$ cat config.mk
export PLATFORM = sky130hd
export DESIGN_NAME = rand_sched_flat
export DESIGN_NICKNAME = d
export VERILOG_FILES = /design/src/rtl/rand_sched_pkg.sv /design/src/rtl/rand_sched_if.sv /design/src/rtl/rand_sched_rr_pick.sv /design/src/rtl/rand_sched.sv /design/src/flat_wrapper.sv
export SDC_FILE = /design/constraint.sdc
export NUM_CORES = 1
export LEC_CHECK = 0
export CAP_MARGIN = 40
export CORE_ASPECT_RATIO = 0.6
export CORE_UTILIZATION = 35
export DETAILED_ROUTE_END_ITERATION = 8
export GPL_TIMING_DRIVEN = 0
export PLACE_DENSITY = 0.71
export SETUP_SLACK_MARGIN = 0.5
export SLEW_MARGIN = 15
export SYNTH_ARGS = -nofsm -noshare
export SYNTH_HDL_FRONTEND = slang
export SYNTH_SLANG_ARGS = --single-unit
$ cat constraint.sdc
create_clock -name clk -period 7.3 [get_ports clk]
set_input_delay 1.095 -clock clk [delete_from_list [all_inputs] [get_ports clk]]
set_output_delay 1.095 -clock clk [all_outputs]
set_load 0.01 [all_outputs]
$ cat src/rtl/rand_sched_pkg.sv
// Shared definitions for the random-number scheduler: sample width default,
// FSM state encoding and the fallback value returned after too many rejects.
package rand_sched_pkg;

    localparam int unsigned RndW = 5;

    localparam int unsigned FallbackVal = 0;

    typedef enum logic [1:0] {
        StIdle   = 2'd0,
        StSample = 2'd1,
        StDone   = 2'd2
    } state_e;

endpackage

$ cat src/rtl/rand_sched_if.sv
// Request/response bundle between game consumers (master) and the scheduler (slave).
interface rand_sched_if #(
    parameter int unsigned N_REQ = 4,
    parameter int unsigned RND_W = 5
);
    logic [N_REQ-1:0]       req;
    logic [N_REQ*RND_W-1:0] lim;
    logic [N_REQ-1:0]       gnt;
    logic                   rsp_valid;
    logic [RND_W-1:0]       rsp_data;
    logic                   rsp_fb;
    logic                   busy;

    modport master (
        output req, lim,
        input  gnt, rsp_valid, rsp_data, rsp_fb, busy
    );

    modport slave (
        input  req, lim,
        output gnt, rsp_valid, rsp_data, rsp_fb, busy
    );
endinterface

$ cat src/rtl/rand_sched_rr_pick.sv
// Combinational round-robin picker: rotate so rr_ptr+1 is bit 0, take the
// lowest set bit, then rotate the index back.
module rand_sched_rr_pick #(
    parameter int unsigned N_REQ = 4,
    parameter int unsigned IdxW  = 2
) (
    input  logic [N_REQ-1:0] req,
    input  logic [IdxW-1:0]  rr_ptr,
    output logic             any,
    output logic [IdxW-1:0]  winner
);
    logic [2*N_REQ-1:0] dbl;
    logic [N_REQ-1:0]   rot;
    int unsigned        start;
    int unsigned        pos;
    int unsigned        sum;

    always_comb begin
        start = (32'(rr_ptr) + 32'd1) % N_REQ;
        dbl   = {req, req};
        rot   = N_REQ'(dbl >> start);
        any   = |rot;
        pos   = 0;
        for (int i = N_REQ - 1; i >= 0; i--) begin
            if (rot[i]) pos = unsigned'(i);
        end
        sum    = (pos + start) % N_REQ;
        winner = IdxW'(sum);
    end
endmodule

$ cat src/rtl/rand_sched.sv
// Round-robin scheduler that hands out one range-limited sample of the shared
// free-running generator per grant, using rejection sampling with a fallback.
module rand_sched
    import rand_sched_pkg::*;
#(
    parameter int unsigned N_REQ   = 4,
    parameter int unsigned RND_W   = RndW,
    parameter int unsigned MAX_TRY = 8
) (
    input logic             clk,
    input logic             rst,
    input logic [RND_W-1:0] rnd_in,
    rand_sched_if.slave     bus
);
    localparam int unsigned IdxW = (N_REQ > 1) ? $clog2(N_REQ) : 1;
    localparam int unsigned TryW = 4;

    state_e           state_q, state_d;
    logic [IdxW-1:0]  idx_q, idx_d;
    logic [IdxW-1:0]  rr_ptr_q, rr_ptr_d;
    logic [RND_W-1:0] cur_lim_q, cur_lim_d;
    logic [TryW-1:0]  try_cnt_q, try_cnt_d;
    logic [N_REQ-1:0] gnt_q, gnt_d;
    logic             rsp_valid_q, rsp_valid_d;
    logic [RND_W-1:0] rsp_data_q, rsp_data_d;
    logic             rsp_fb_q, rsp_fb_d;
    logic             busy_q, busy_d;

    logic             pick_any;
    logic [IdxW-1:0]  pick_idx;
    logic [RND_W-1:0] pick_lim;
    logic             req_held;
    logic             accept;
    logic             last_try;

    rand_sched_rr_pick #(
        .N_REQ (N_REQ),
        .IdxW  (IdxW)
    ) u_pick (
        .req    (bus.req),
        .rr_ptr (rr_ptr_q),
        .any    (pick_any),
        .winner (pick_idx)
    );

    assign pick_lim = bus.lim[32'(pick_idx) * RND_W +: RND_W];
    assign req_held = bus.req[idx_q];
    // A zero limit encodes the full 2^RND_W range.
    assign accept   = (cur_lim_q == '0) || (rnd_in < cur_lim_q);
    assign last_try = (try_cnt_q == TryW'(MAX_TRY - 1));

    always_ff @(posedge clk) begin
        if (rst) state_q <= StIdle;
        else     state_q <= state_d;
    end

    always_comb begin
        state_d = state_q;
        unique case (state_q)
            StIdle: begin
                if (pick_any) state_d = StSample;
            end
            StSample: begin
                if (!req_held)                state_d = StIdle;
                else if (accept || last_try)  state_d = StDone;
            end
            StDone:  state_d = StIdle;
            default: state_d = StIdle;
        endcase
    end

    always_comb begin
        idx_d       = idx_q;
        rr_ptr_d    = rr_ptr_q;
        cur_lim_d   = cur_lim_q;
        try_cnt_d   = try_cnt_q;
        rsp_data_d  = rsp_data_q;
        rsp_fb_d    = 1'b0;
        rsp_valid_d = 1'b0;
        gnt_d       = '0;
        busy_d      = (state_d != StIdle);
        unique case (state_q)
            StIdle: begin
                if (pick_any) begin
                    idx_d     = pick_idx;
                    rr_ptr_d  = pick_idx;
                    cur_lim_d = pick_lim;
                    try_cnt_d = '0;
                end
            end
            StSample: begin
                if (req_held) begin
                    if (accept) begin
                        rsp_data_d  = rnd_in;
                        rsp_valid_d = 1'b1;
                        gnt_d       = N_REQ'(1) << idx_q;
                    end else if (last_try) begin
                        rsp_data_d  = RND_W'(FallbackVal);
                        rsp_fb_d    = 1'b1;
                        rsp_valid_d = 1'b1;
                        gnt_d       = N_REQ'(1) << idx_q;
                    end else begin
                        try_cnt_d = try_cnt_q + 1'b1;
                    end
                end
            end
            default: ;
        endcase
    end

    always_ff @(posedge clk) begin
        if (rst) begin
            idx_q       <= '0;
            rr_ptr_q    <= IdxW'(N_REQ - 1);
            cur_lim_q   <= '0;
            try_cnt_q   <= '0;
            gnt_q       <= '0;
            rsp_valid_q <= 1'b0;
            rsp_data_q  <= '0;
            rsp_fb_q    <= 1'b0;
            busy_q      <= 1'b0;
        end else begin
            idx_q       <= idx_d;
            rr_ptr_q    <= rr_ptr_d;
            cur_lim_q   <= cur_lim_d;
            try_cnt_q   <= try_cnt_d;
            gnt_q       <= gnt_d;
            rsp_valid_q <= rsp_valid_d;
            rsp_data_q  <= rsp_data_d;
            rsp_fb_q    <= rsp_fb_d;
            busy_q      <= busy_d;
        end
    end

    assign bus.gnt       = gnt_q;
    assign bus.rsp_valid = rsp_valid_q;
    assign bus.rsp_data  = rsp_data_q;
    assign bus.rsp_fb    = rsp_fb_q;
    assign bus.busy      = busy_q;
endmodule

$ cat src/flat_wrapper.sv
// flat-port wrapper written by rule: the top's interface ports become plain ports
module rand_sched_flat import rand_sched_pkg::*;
#(
    parameter int unsigned N_REQ   = 4,
    parameter int unsigned RND_W   = RndW,
    parameter int unsigned MAX_TRY = 8
)
  (clk, rst, rnd_in, bus_req, bus_lim, bus_gnt, bus_rsp_valid, bus_rsp_data, bus_rsp_fb, bus_busy);
  rand_sched_if #(.N_REQ(N_REQ), .RND_W(RND_W)) bus_i ();
  input logic clk;
  input logic rst;
  input logic [RND_W-1:0] rnd_in;
  input wire logic [$bits(bus_i.req)-1:0] bus_req;
  input wire logic [$bits(bus_i.lim)-1:0] bus_lim;
  output wire logic [$bits(bus_i.gnt)-1:0] bus_gnt;
  output wire logic [$bits(bus_i.rsp_valid)-1:0] bus_rsp_valid;
  output wire logic [$bits(bus_i.rsp_data)-1:0] bus_rsp_data;
  output wire logic [$bits(bus_i.rsp_fb)-1:0] bus_rsp_fb;
  output wire logic [$bits(bus_i.busy)-1:0] bus_busy;
  assign bus_i.req = bus_req;
  assign bus_i.lim = bus_lim;
  assign bus_gnt = bus_i.gnt;
  assign bus_rsp_valid = bus_i.rsp_valid;
  assign bus_rsp_data = bus_i.rsp_data;
  assign bus_rsp_fb = bus_i.rsp_fb;
  assign bus_busy = bus_i.busy;
  rand_sched #(.N_REQ(N_REQ), .RND_W(RND_W), .MAX_TRY(MAX_TRY)) u_core (.clk(clk), .rst(rst), .rnd_in(rnd_in), .bus(bus_i));
endmodule
==> impl_metrics.toml <==
[global_routing]
grt_max_degree = 15
antenna_found_initial = 0
grt_overflow = 0
grt_pass1_vias = 1149
grt_pass1_wl_um = 5400
grt_usage_pct = 16.2

[placed_design]
place_hpwl_um = 2480
placed_area_um2 = 1880
portBuffers = 40
gp_congestion = 0.856

[detailed_routing]
via_per_inst = 5.24
drc = 8
wl_per_cell_um = 13.0
wl_um = 3190
drtIter0Drc = 65
ant_nets = 0
vias = 1284
drt_first_pass_iters = 8

[run_status]
outcome = "complete, but fails checks"
violations = "design-rule violations"

[logic_synthesis]
ys_ff_latch = 27
synth_most_common_cell = "dfxtp_1"
synth_top_cell_area_share_pct = 38.1
ys_types = 38
synth_common_cells = "dfxtp_1, nand2_1, nor2_1"
synthCells = 153
synthesis.area_um2 = 1420
synth_top_area_cell = "dfxtp_1"
synth_edf_count = 0
ys.flop_type = "dfxtp_1"
syn-num-nets = 190
avgSynthCellArea_um2 = 9.27
synth_async_sr_flop_share_pct = 0
synth-seq-area-share_pct = 38.1
yosys_warnings = 0
synth.area.top_cells = "dfxtp_1, mux4_1, ha_1, nand2_1, nor2_1"

[clock_tree]
cts-root-buf = "clkbuf_8"
postCtsSetupBuffers = 0
cts_sinks = 27
cts_made_buffers = 3
cts.reportedPaths.clkPinSlew_ps = 90
cts_htree_levels = 1
cts_resized = 0
cts_tree = "built"
clkLatencyLatePin_ps = 270
cts.path.max_buffers = 2
ctsHoldBuffers = 0

[hold_path]
worstHoldStart = "u_core.state_q[1]$_SDFF_PP0_"
whs_path_depth = 1
hold_path.class = "flip-flop to flip-flop"
hold_path_end = "u_core.bus.busy$_SDFF_PP0_"

[floorplanning]
dieArea_um2 = 4320
core-area_um2 = 3760
num_io_pins = 43
start_util_pct = 37.7
rows = 17
die_y_um = 51.3
die_w_um = 84.2

[critical_path]
rrSetupSlack_ps = 4730
cp.required_ps = 7470
r2r-start = "u_core.rr_ptr_q[0]$_SDFFE_PP1P_"
r2r_cells = 9
crit_start = "bus_req[2]"
arrival_ps = 3670
endpoint_kind = "flip-flop"
r2r_end = "u_core.cur_lim_q[2]$_SDFFE_PP0P_"
crit_fanout = 8
path_class = "primary input to flip-flop"
start_kind = "primary input"

[timing]
setup_viol = 0
rsz0062_at_grt = "no"
fmax_ghz = 0.286
tns_ps = 0
relSlewSlack_pct = 56.1
finalMaxSlewViolations = 0
worstMarginPinSlew_ps = 653
period_share_pct = 47.9
fin_skew_ps = 2.87
hold_viol_final = 0
min_period_ps = 3490

[pwr]
vdd.ir_drop.worst_mv = 0.108
p_leak_uw = 0.000776
p_per_area_nw_per_um2 = 293

[finish]
final_nets = 236
stdcell_area_um2 = 1930
antenna_cells = 0
area_growth_pct = 35.9
drive_above_1_share_pct = 6.57

[run]
drv_cap = 0
worst max-delay path by stage:
stage                     cells past startpoint                               end
after global routing                         10  u_core.cur_lim_q[2]$_SDFFE_PP0P_
after detailed placement                     10  u_core.cur_lim_q[2]$_SDFFE_PP0P_
after floorplan                               9  u_core.cur_lim_q[0]$_SDFFE_PP0P_
final                                        10  u_core.cur_lim_q[2]$_SDFFE_PP0P_
after global placement                       10  u_core.cur_lim_q[2]$_SDFFE_PP0P_
after CTS                                    10  u_core.cur_lim_q[2]$_SDFFE_PP0P_
cell families (layout without fill, tap and decap cells):
kind of cell    count (synthesis)  after routing  synth area share, %
flops                          27             27                 38.1
fa+ha+maj                       6              6                 5.29
buf+inv                        13             58                 3.70
xor+xnor                        4              4                 3.00
simple gates                   63             63                 22.8
compound gates                 33             33                 15.3
mux                             7              7                 11.8
flip-flops by register name, indices dropped and copies added, names as in the netlist, 2 cells and up:
name / flops
u_core.cur_lim_q: 5
u_core.rr_ptr_q: 2
u_core.state_q: 2
u_core.bus.gnt: 4
u_core.bus.rsp_data: 5
u_core.try_cnt_q: 4
u_core.idx_q: 2
layout by cell type (no fill, tap or decap), types with 2 or more instances in the layout:
cell type	Yosys	final
o211ai_1	3	3
nor3b_1	2	2
nor2_1	14	14
a21oi_1	10	10
a311oi_1	2	2
buf_2	3	4
or3_1	2	2
nand3_1	4	4
a22oi_1	5	5
nor3_1	10	10
a21o_1	6	6
nand2b_1	3	3
nor4_1	3	3
nand2_1	14	14
o21ai_0	2	2
xnor2_1	2	2
clkbuf_1	4	5
clkbuf_8	0	3
clkdlybuf4s50_1	0	40
and3_1	4	4
inv_1	5	5
ha_1	6	6
dfxtp_1	27	27
mux4_1	6	6
per-stage QoR:
step	power (uW)	hold slack, ps	setup WS (ps)	instances	utilization, %
after floorplan	407	432	4180	153	-
after global placement	477	452	3540	240	49.9
after detailed placement	485	464	3500	241	50.0
after CTS	570	479	3800	245	51.2
after global routing	613	505	3650	245	51.2
final	566	477	3810	245	51.2
power by group:
part | switching [uW] | leakage [uW] | internal, uW
registers | 20.9 | 0.000221 | 176
clock network | 44.6 | 0.0000228 | 39.1
logic | 142 | 0.000532 | 143
metal layers:
metal	vias to the layer above	track usage (%)	share of wire, %
met5	-	0	0
met4	0	4.31	0.85
met3	4	5.01	7.3
met2	38	24.7	41
met1	589	22.3	51
li1	653	-	-
critical path, stage by stage:
cell	delay [ps]
clkdlybuf4s50_1	610
nor2_1	90
or4_1	400
nand3_1	120
ha_1	160
xnor2_1	130
xnor2_1	180
xor2_2	320
mux4_1	370
a21o_1	190
layout make-up:
| cell class | count | area (um2) |
|---|---|---|
| Inverter | 6 | 22.5 |
| Multi-Input combinational cell | 113 | 826 |
| Tap cell | 47 | 58.8 |
| Buffer | 7 | 30.0 |
| Clock buffer | 4 | 45.0 |
| Fill cell | 358 | 1840 |
| Sequential cell | 27 | 541 |
| Timing Repair Buffer | 41 | 405 |
(Power assumes the default switching activity.)
